$ cat src/rtl/instruction_fetch_buffer.sv
// Instruction fetch buffer: issues sequential fetches to a variable-latency
// instruction memory over a req/ack handshake, queues {pc, instr} pairs in a
// small FIFO and presents the head to IF/ID with a valid/ready handshake.
// A taken-branch redirect flushes the FIFO and restarts fetching at the
// new target. An outstanding request is never withdrawn: if one is in flight
// when the redirect arrives, its response is drained and discarded first.
//
// state    | meaning
// ---------+------------------------------------------------------------
// ST_IDLE  | no request outstanding (FIFO full or just out of reset)
// ST_REQ   | imem_req=1, awaiting ack; the response is pushed
// ST_DRAIN | imem_req=1, awaiting ack; the response is dropped, then
//          | fetching resumes at the held redirect target
module instruction_fetch_buffer #(
    parameter int          DEPTH    = 4,
    parameter logic [63:0] RESET_PC = 64'h0
) (
    input  logic                       clock,
    input  logic                       reset,
    output logic                       imem_req,
    output logic [63:0]                imem_addr,
    input  logic                       imem_ack,
    input  logic [31:0]                imem_rdata,
    input  logic                       redirect,
    input  logic [63:0]                redirect_pc,
    input  logic                       fetch_ready,
    output logic                       fetch_valid,
    output logic [63:0]                fetch_pc,
    output logic [31:0]                fetch_instr,
    output logic [$clog2(DEPTH+1)-1:0] buf_count
);

    localparam int CW = $clog2(DEPTH + 1);
    localparam int PW = $clog2(DEPTH);
    localparam logic [CW-1:0] CNT_FULL = CW'(DEPTH);
    localparam logic [CW-1:0] CNT_ONE  = CW'(1);
    localparam logic [PW-1:0] PTR_ONE  = PW'(1);

    typedef enum logic [1:0] {
        ST_IDLE  = 2'd0,
        ST_REQ   = 2'd1,
        ST_DRAIN = 2'd2
    } state_t;

    state_t          state_q,  state_d;
    logic [63:0]     npc_q,    npc_d;
    logic [63:0]     tgt_q,    tgt_d;
    logic [CW-1:0]   count_q,  count_d;
    logic [PW-1:0]   rd_ptr_q, rd_ptr_d;
    logic [PW-1:0]   wr_ptr_q, wr_ptr_d;

    logic [63:0]     fifo_pc_q    [DEPTH];
    logic [31:0]     fifo_instr_q [DEPTH];

    logic            push;
    logic            pop;
    logic [63:0]     redirect_tgt;

    // Handshake qualifiers; a redirect suppresses any push or pop in its cycle.
    always_comb begin
        redirect_tgt = redirect_pc & ~64'h3;
        push         = (state_q == ST_REQ) && imem_ack && !redirect;
        pop          = (count_q != '0) && fetch_ready && !redirect;
    end

    // FIFO occupancy and pointer update; redirect empties the queue.
    always_comb begin
        count_d  = count_q;
        rd_ptr_d = rd_ptr_q;
        wr_ptr_d = wr_ptr_q;
        if (redirect) begin
            count_d  = '0;
            rd_ptr_d = '0;
            wr_ptr_d = '0;
        end else begin
            if (pop) begin
                rd_ptr_d = rd_ptr_q + PTR_ONE;
            end
            if (push) begin
                wr_ptr_d = wr_ptr_q + PTR_ONE;
            end
            case ({push, pop})
                2'b10:   count_d = count_q + CNT_ONE;
                2'b01:   count_d = count_q - CNT_ONE;
                default: count_d = count_q;
            endcase
        end
    end

    // Fetch sequencing: next state, next fetch address and held target.
    // IDLE looks at the post-pop occupancy so a single pop from a full FIFO
    // re-enables the request on the very next cycle.
    always_comb begin
        state_d = state_q;
        npc_d   = npc_q;
        tgt_d   = tgt_q;
        case (state_q)
            ST_IDLE: begin
                if (redirect) begin
                    npc_d   = redirect_tgt;
                    state_d = ST_REQ;
                end else if (count_d < CNT_FULL) begin
                    state_d = ST_REQ;
                end
            end
            ST_REQ: begin
                if (redirect) begin
                    if (imem_ack) begin
                        npc_d   = redirect_tgt;
                        state_d = ST_REQ;
                    end else begin
                        tgt_d   = redirect_tgt;
                        state_d = ST_DRAIN;
                    end
                end else if (imem_ack) begin
                    npc_d   = npc_q + 64'd4;
                    state_d = (count_d < CNT_FULL) ? ST_REQ : ST_IDLE;
                end
            end
            ST_DRAIN: begin
                if (imem_ack) begin
                    // The response in flight belongs to the old path; the
                    // newest target wins when a redirect lands on the ack.
                    npc_d   = redirect ? redirect_tgt : tgt_q;
                    state_d = ST_REQ;
                end else if (redirect) begin
                    tgt_d   = redirect_tgt;
                end
            end
            default: begin
                state_d = ST_IDLE;
            end
        endcase
    end

    // Control registers.
    always_ff @(posedge clock or negedge reset) begin
        if (!reset) begin
            state_q  <= ST_IDLE;
            npc_q    <= RESET_PC;
            tgt_q    <= RESET_PC;
            count_q  <= '0;
            rd_ptr_q <= '0;
            wr_ptr_q <= '0;
        end else begin
            state_q  <= state_d;
            npc_q    <= npc_d;
            tgt_q    <= tgt_d;
            count_q  <= count_d;
            rd_ptr_q <= rd_ptr_d;
            wr_ptr_q <= wr_ptr_d;
        end
    end

    // FIFO storage: write the returned instruction tagged with its fetch pc.
    always_ff @(posedge clock or negedge reset) begin
        if (!reset) begin
            for (int i = 0; i < DEPTH; i++) begin
                fifo_pc_q[i]    <= '0;
                fifo_instr_q[i] <= '0;
            end
        end else if (push) begin
            fifo_pc_q[wr_ptr_q]    <= npc_q;
            fifo_instr_q[wr_ptr_q] <= imem_rdata;
        end
    end

    // Outputs come straight from registers; head fields read as 0 when empty.
    always_comb begin
        imem_req    = (state_q != ST_IDLE);
        imem_addr   = npc_q;
        fetch_valid = (count_q != '0);
        buf_count   = count_q;
        fetch_pc    = fetch_valid ? fifo_pc_q[rd_ptr_q]    : 64'h0;
        fetch_instr = fetch_valid ? fifo_instr_q[rd_ptr_q] : 32'h0;
    end

endmodule

$ cat config.mk
export PLATFORM = sky130hd
export DESIGN_NAME = instruction_fetch_buffer
export DESIGN_NICKNAME = d
export VERILOG_FILES = /design/src/rtl/instruction_fetch_buffer.sv
export SDC_FILE = /design/constraint.sdc
export NUM_CORES = 1
export LEC_CHECK = 0
export ABC_AREA = 1
export CORE_ASPECT_RATIO = 1.1
export CORE_MARGIN = 5
export CORE_UTILIZATION = 52
export CTS_BUF_LIST = sky130_fd_sc_hd__clkbuf_8 sky130_fd_sc_hd__clkbuf_16
export CTS_CLUSTER_SIZE = 25
export DETAILED_ROUTE_END_ITERATION = 6
export PLACE_DENSITY_LB_ADDON = 0.08
export SETUP_SLACK_MARGIN = 0.2
export SLEW_MARGIN = 10
export SYNTH_ARGS = -nofsm -noshare
export SYNTH_HDL_FRONTEND = slang
export SYNTH_SLANG_ARGS = --single-unit
$ cat constraint.sdc
create_clock -name clock -period 2.55 [get_ports clock]
set_input_delay 0.255 -clock clock [delete_from_list [all_inputs] [get_ports clock]]
set_output_delay 0.255 -clock clock [all_outputs]
set_load 0.02 [all_outputs]
==> qor.txt <==
Unique masters post-synth: 36
FP Rows: 85
Fmax: 389 MHz
Final net count: 3,912
Max Cap Viol: 0
Die Y: 244 um
WL final: 105,000 um
Post-Syn Area per Cell: 7.49 sq um
Clock Tree Buf Depth: 3
R2R Setup Slk: 0.15 ns
CP Max Fanout: 8
Async set or reset register ratio after synthesis: 1.00
Layout area overhead: 38.5%
Fin crit period: 2.57 ns
Critical path launch point type: flop
DRT antenna net count: 0
Sequential power share: 0.340
Synth Flop Type: dfrtp_1
Final worst slack: -0.0213 ns
Ant. Diodes: 0
DR WL/cell: 23.5 um
First-pass GRT wire length: 141,000 um
Critical R2R Capture: state_q[0]
Fin crit share: 1.01
Fin. max-slew vios: 0
Synthesized Nets: 3,583
Root Driver: clkbuf_16
RR Startpoint: buf_count[0]
Fillcell total: 3,572
I/O pins: 266
RSZ-0062 raised after global routing: yes
Initial antenna violation count: 2
Post-synth EDFFs: 0
TritonRoute pass-1 iters: 6
WS Path Type: flop to output port
Post-synth top area share: 0.502
Fin Hold WS: 0.182 ns
Crit. End Element: output port
P_int: 24.1 mW
Max incr delay on CP: 0.45 ns
Area leader, netlist: dfrtp_1
Tot GR Track Use: 0.324
Die area: 0.0545 sq mm
CTS Sinks: 521
Vias in the first global route: 24,700
VDD IR max: 0.000819 V
Post-synthesis sequential area ratio: 0.502
Core Area: 0.0492 sq mm
Starting density of the core: 0.527
Routability cong.: 0.933
PortBufs: 263
Total CTS buffers: 53
Slew at the pin closest to its max-slew limit: 0.535 ns
Register Area: 0.0131 sq mm
Clock transition at path regs: 0.07 ns
Final HPWL from detailed placement: 57,600 um
Mapped Area: 0.0260 sq mm
Layout cell share with drive strength beyond 1: 0.208
DRT iter0 DRCs: 3,366
Number of H-tree levels: 2
Leading cell type in the layout, fill and taps excluded: nand2_1
Layout Cells excl Fill: 4,493
Pin count of the biggest net entering global routing: 112
Data required time of the critical path: 2.30 ns
NetSw: 18.2 mW
Crit path cell chain: buf_12 > buf_12 > clkbuf_16 > nor2_1 > nor2_1 > o21ai_0 > a21oi_1 > buf_4
Comb pwr share: 0.462
Total number of vias: 27,300
Worst EP arrival: 2.32 ns
Area occupied by multi-input gates: 0.0130 sq mm
Clk pwr share: 0.197
CTS tree: done
Placed insts: 4,270
Sw Ratio: 0.431
Power per cell area: 1180 mW/mm^2
Status: finished with violations
Worst slew margin: 0.643
Yosys Warn Count: 0
Final hold vios: 0
Failing checks: setup timing
Slowest cell on crit path: dfrtp_4
Static Leak: 16.2 nW
DRC Markers: 0
Min-Delay Path Class: input port to async pin
Worst-Skew Late Latency: 0.63 ns
Fin Clk Skew: 0.0278 ns
Via-per-instance ratio: 6.08
Post-Syn Instances: 3,468
Chip Width: 223 um
Synth top area cells: dfrtp_1, nand2_1, o21ai_0
Commonest non-fill, non-tap cells in the layout: nand2_1, dfrtp_1, o21ai_0
Final Setup Violations: 1
R2R cell count: 18
Gr ovfl total: 0
Synth Register Bits: 521
-- sequential cells by signal, summed over array words and instances (netlist names) --
register	count
fifo_pc_q	256
fifo_instr_q	128
imem_addr	64
tgt_q	64
buf_count	3
rd_ptr_q	2
state_q	2
wr_ptr_q	2
-- layer usage --
layer  vias up  GRT usage  routed length, um
li1      12000          -                  -
met4         4      0.122               6490
met1     13100      0.453              40200
met2      1764      0.516              48200
met3       426     0.0477              10400
met5         -          0                 25
-- cells by family after synthesis --
logic type / share of synthesized area
AOI/OAI and AO/OA: 0.194
xor gates and xnor gates: 0.00135
adders and majority gates: 0.00675
buffers and inverters: 0.0633
DFF: 0.502
and+or+nand+nor: 0.233
-- power by group through the flow --
stage / Sequential (mW) / Combinational (mW) / Clock (mW)
after floorplan: 13.7 / 8.85 / 0
after global placement: 13.7 / 15.0 / 0
after detailed placement: 13.9 / 15.4 / 0
after CTS: 13.8 / 16.2 / 8.32
after global routing: 14.7 / 21.0 / 8.73
final: 14.4 / 19.5 / 8.35
-- how the worst max path moves through the flow --
stage / from / endpoint / cells past startpoint
detailed placement: redirect / state_q[0] / 17
floorplan: buf_count[2] / state_q[0] / 17
global route: rd_ptr_q[0] / fetch_pc[7] / 8
finish: rd_ptr_q[0] / fetch_pc[7] / 8
global placement: redirect / state_q[1] / 17
CTS: rd_ptr_q[1] / fetch_pc[19] / 6
-- final cells by class --
class / instances / area share
Sequential cell: 521 / 0.363
Multi-Input combinational cell: 2515 / 0.361
Timing Repair Buffer: 493 / 0.177
Clock buffer: 70 / 0.0437
Inverter: 212 / 0.0232
Tap cell: 652 / 0.0227
Clock inverter: 29 / 0.00804
Timing Repair inverter: 1 / 0.000835
-- per-stage QoR --
| step | total power [mW] | setup TNS (ns) | setup slack (ns) | area (sq um) | util |
|---|---|---|---|---|---|
| 6_report | 42.3 | -0.0213 | -0.0213 | 36000 | 0.730 |
| 5_1_grt | 44.4 | -0.193 | -0.0617 | 36000 | 0.730 |
| 3_5_place_dp | 29.2 | 0 | 0.0260 | 29900 | 0.607 |
| 3_3_place_gp | 28.7 | 0 | 0.0626 | 29900 | 0.607 |
| 4_1_cts | 38.3 | 0 | 0.0956 | 32600 | 0.662 |
| 2_1_floorplan | 22.6 | 0 | 0.170 | 26000 | - |
-- cell usage after synthesis (all sizes together), types with 2 or more instances --
master / instances
a211oi: 28
a21oi: 164
a221oi: 8
a31oi: 5
buf: 30
clkbuf: 190
clkinv: 5
dfrtp: 521
ha: 14
inv: 207
nand2: 910
nand3: 62
nand3b: 2
nand4: 11
nor2: 542
nor3: 9
o2111ai: 17
o211ai: 12
o21ai: 720
o221ai: 3
o31ai: 2
xor2: 3
-- timing repair --
| item | CTS | global route |
|---|---|---|
| gates resized for setup | 550 | 686 |
| cloned | 24 | 50 |
| hold endpoints to repair | 85 | 0 |
| hold buffers | 1 | 0 |
| setup endpoints to repair | 100 | 116 |
| buffers inserted | 13 | 36 |
| pin swaps | 43 | 200 |
-- worst max-delay path: cells and delay by family, from the launching register on --
family | cells | cell delay, ns
buffers and inverters | 4 | 0.69
flip-flops | 1 | 0.45
AO/OA/AOI/OAI | 2 | 0.37
AND/OR/NAND/NOR | 2 | 0.20
No activity file was read; power rests on OpenSTA's default activity.
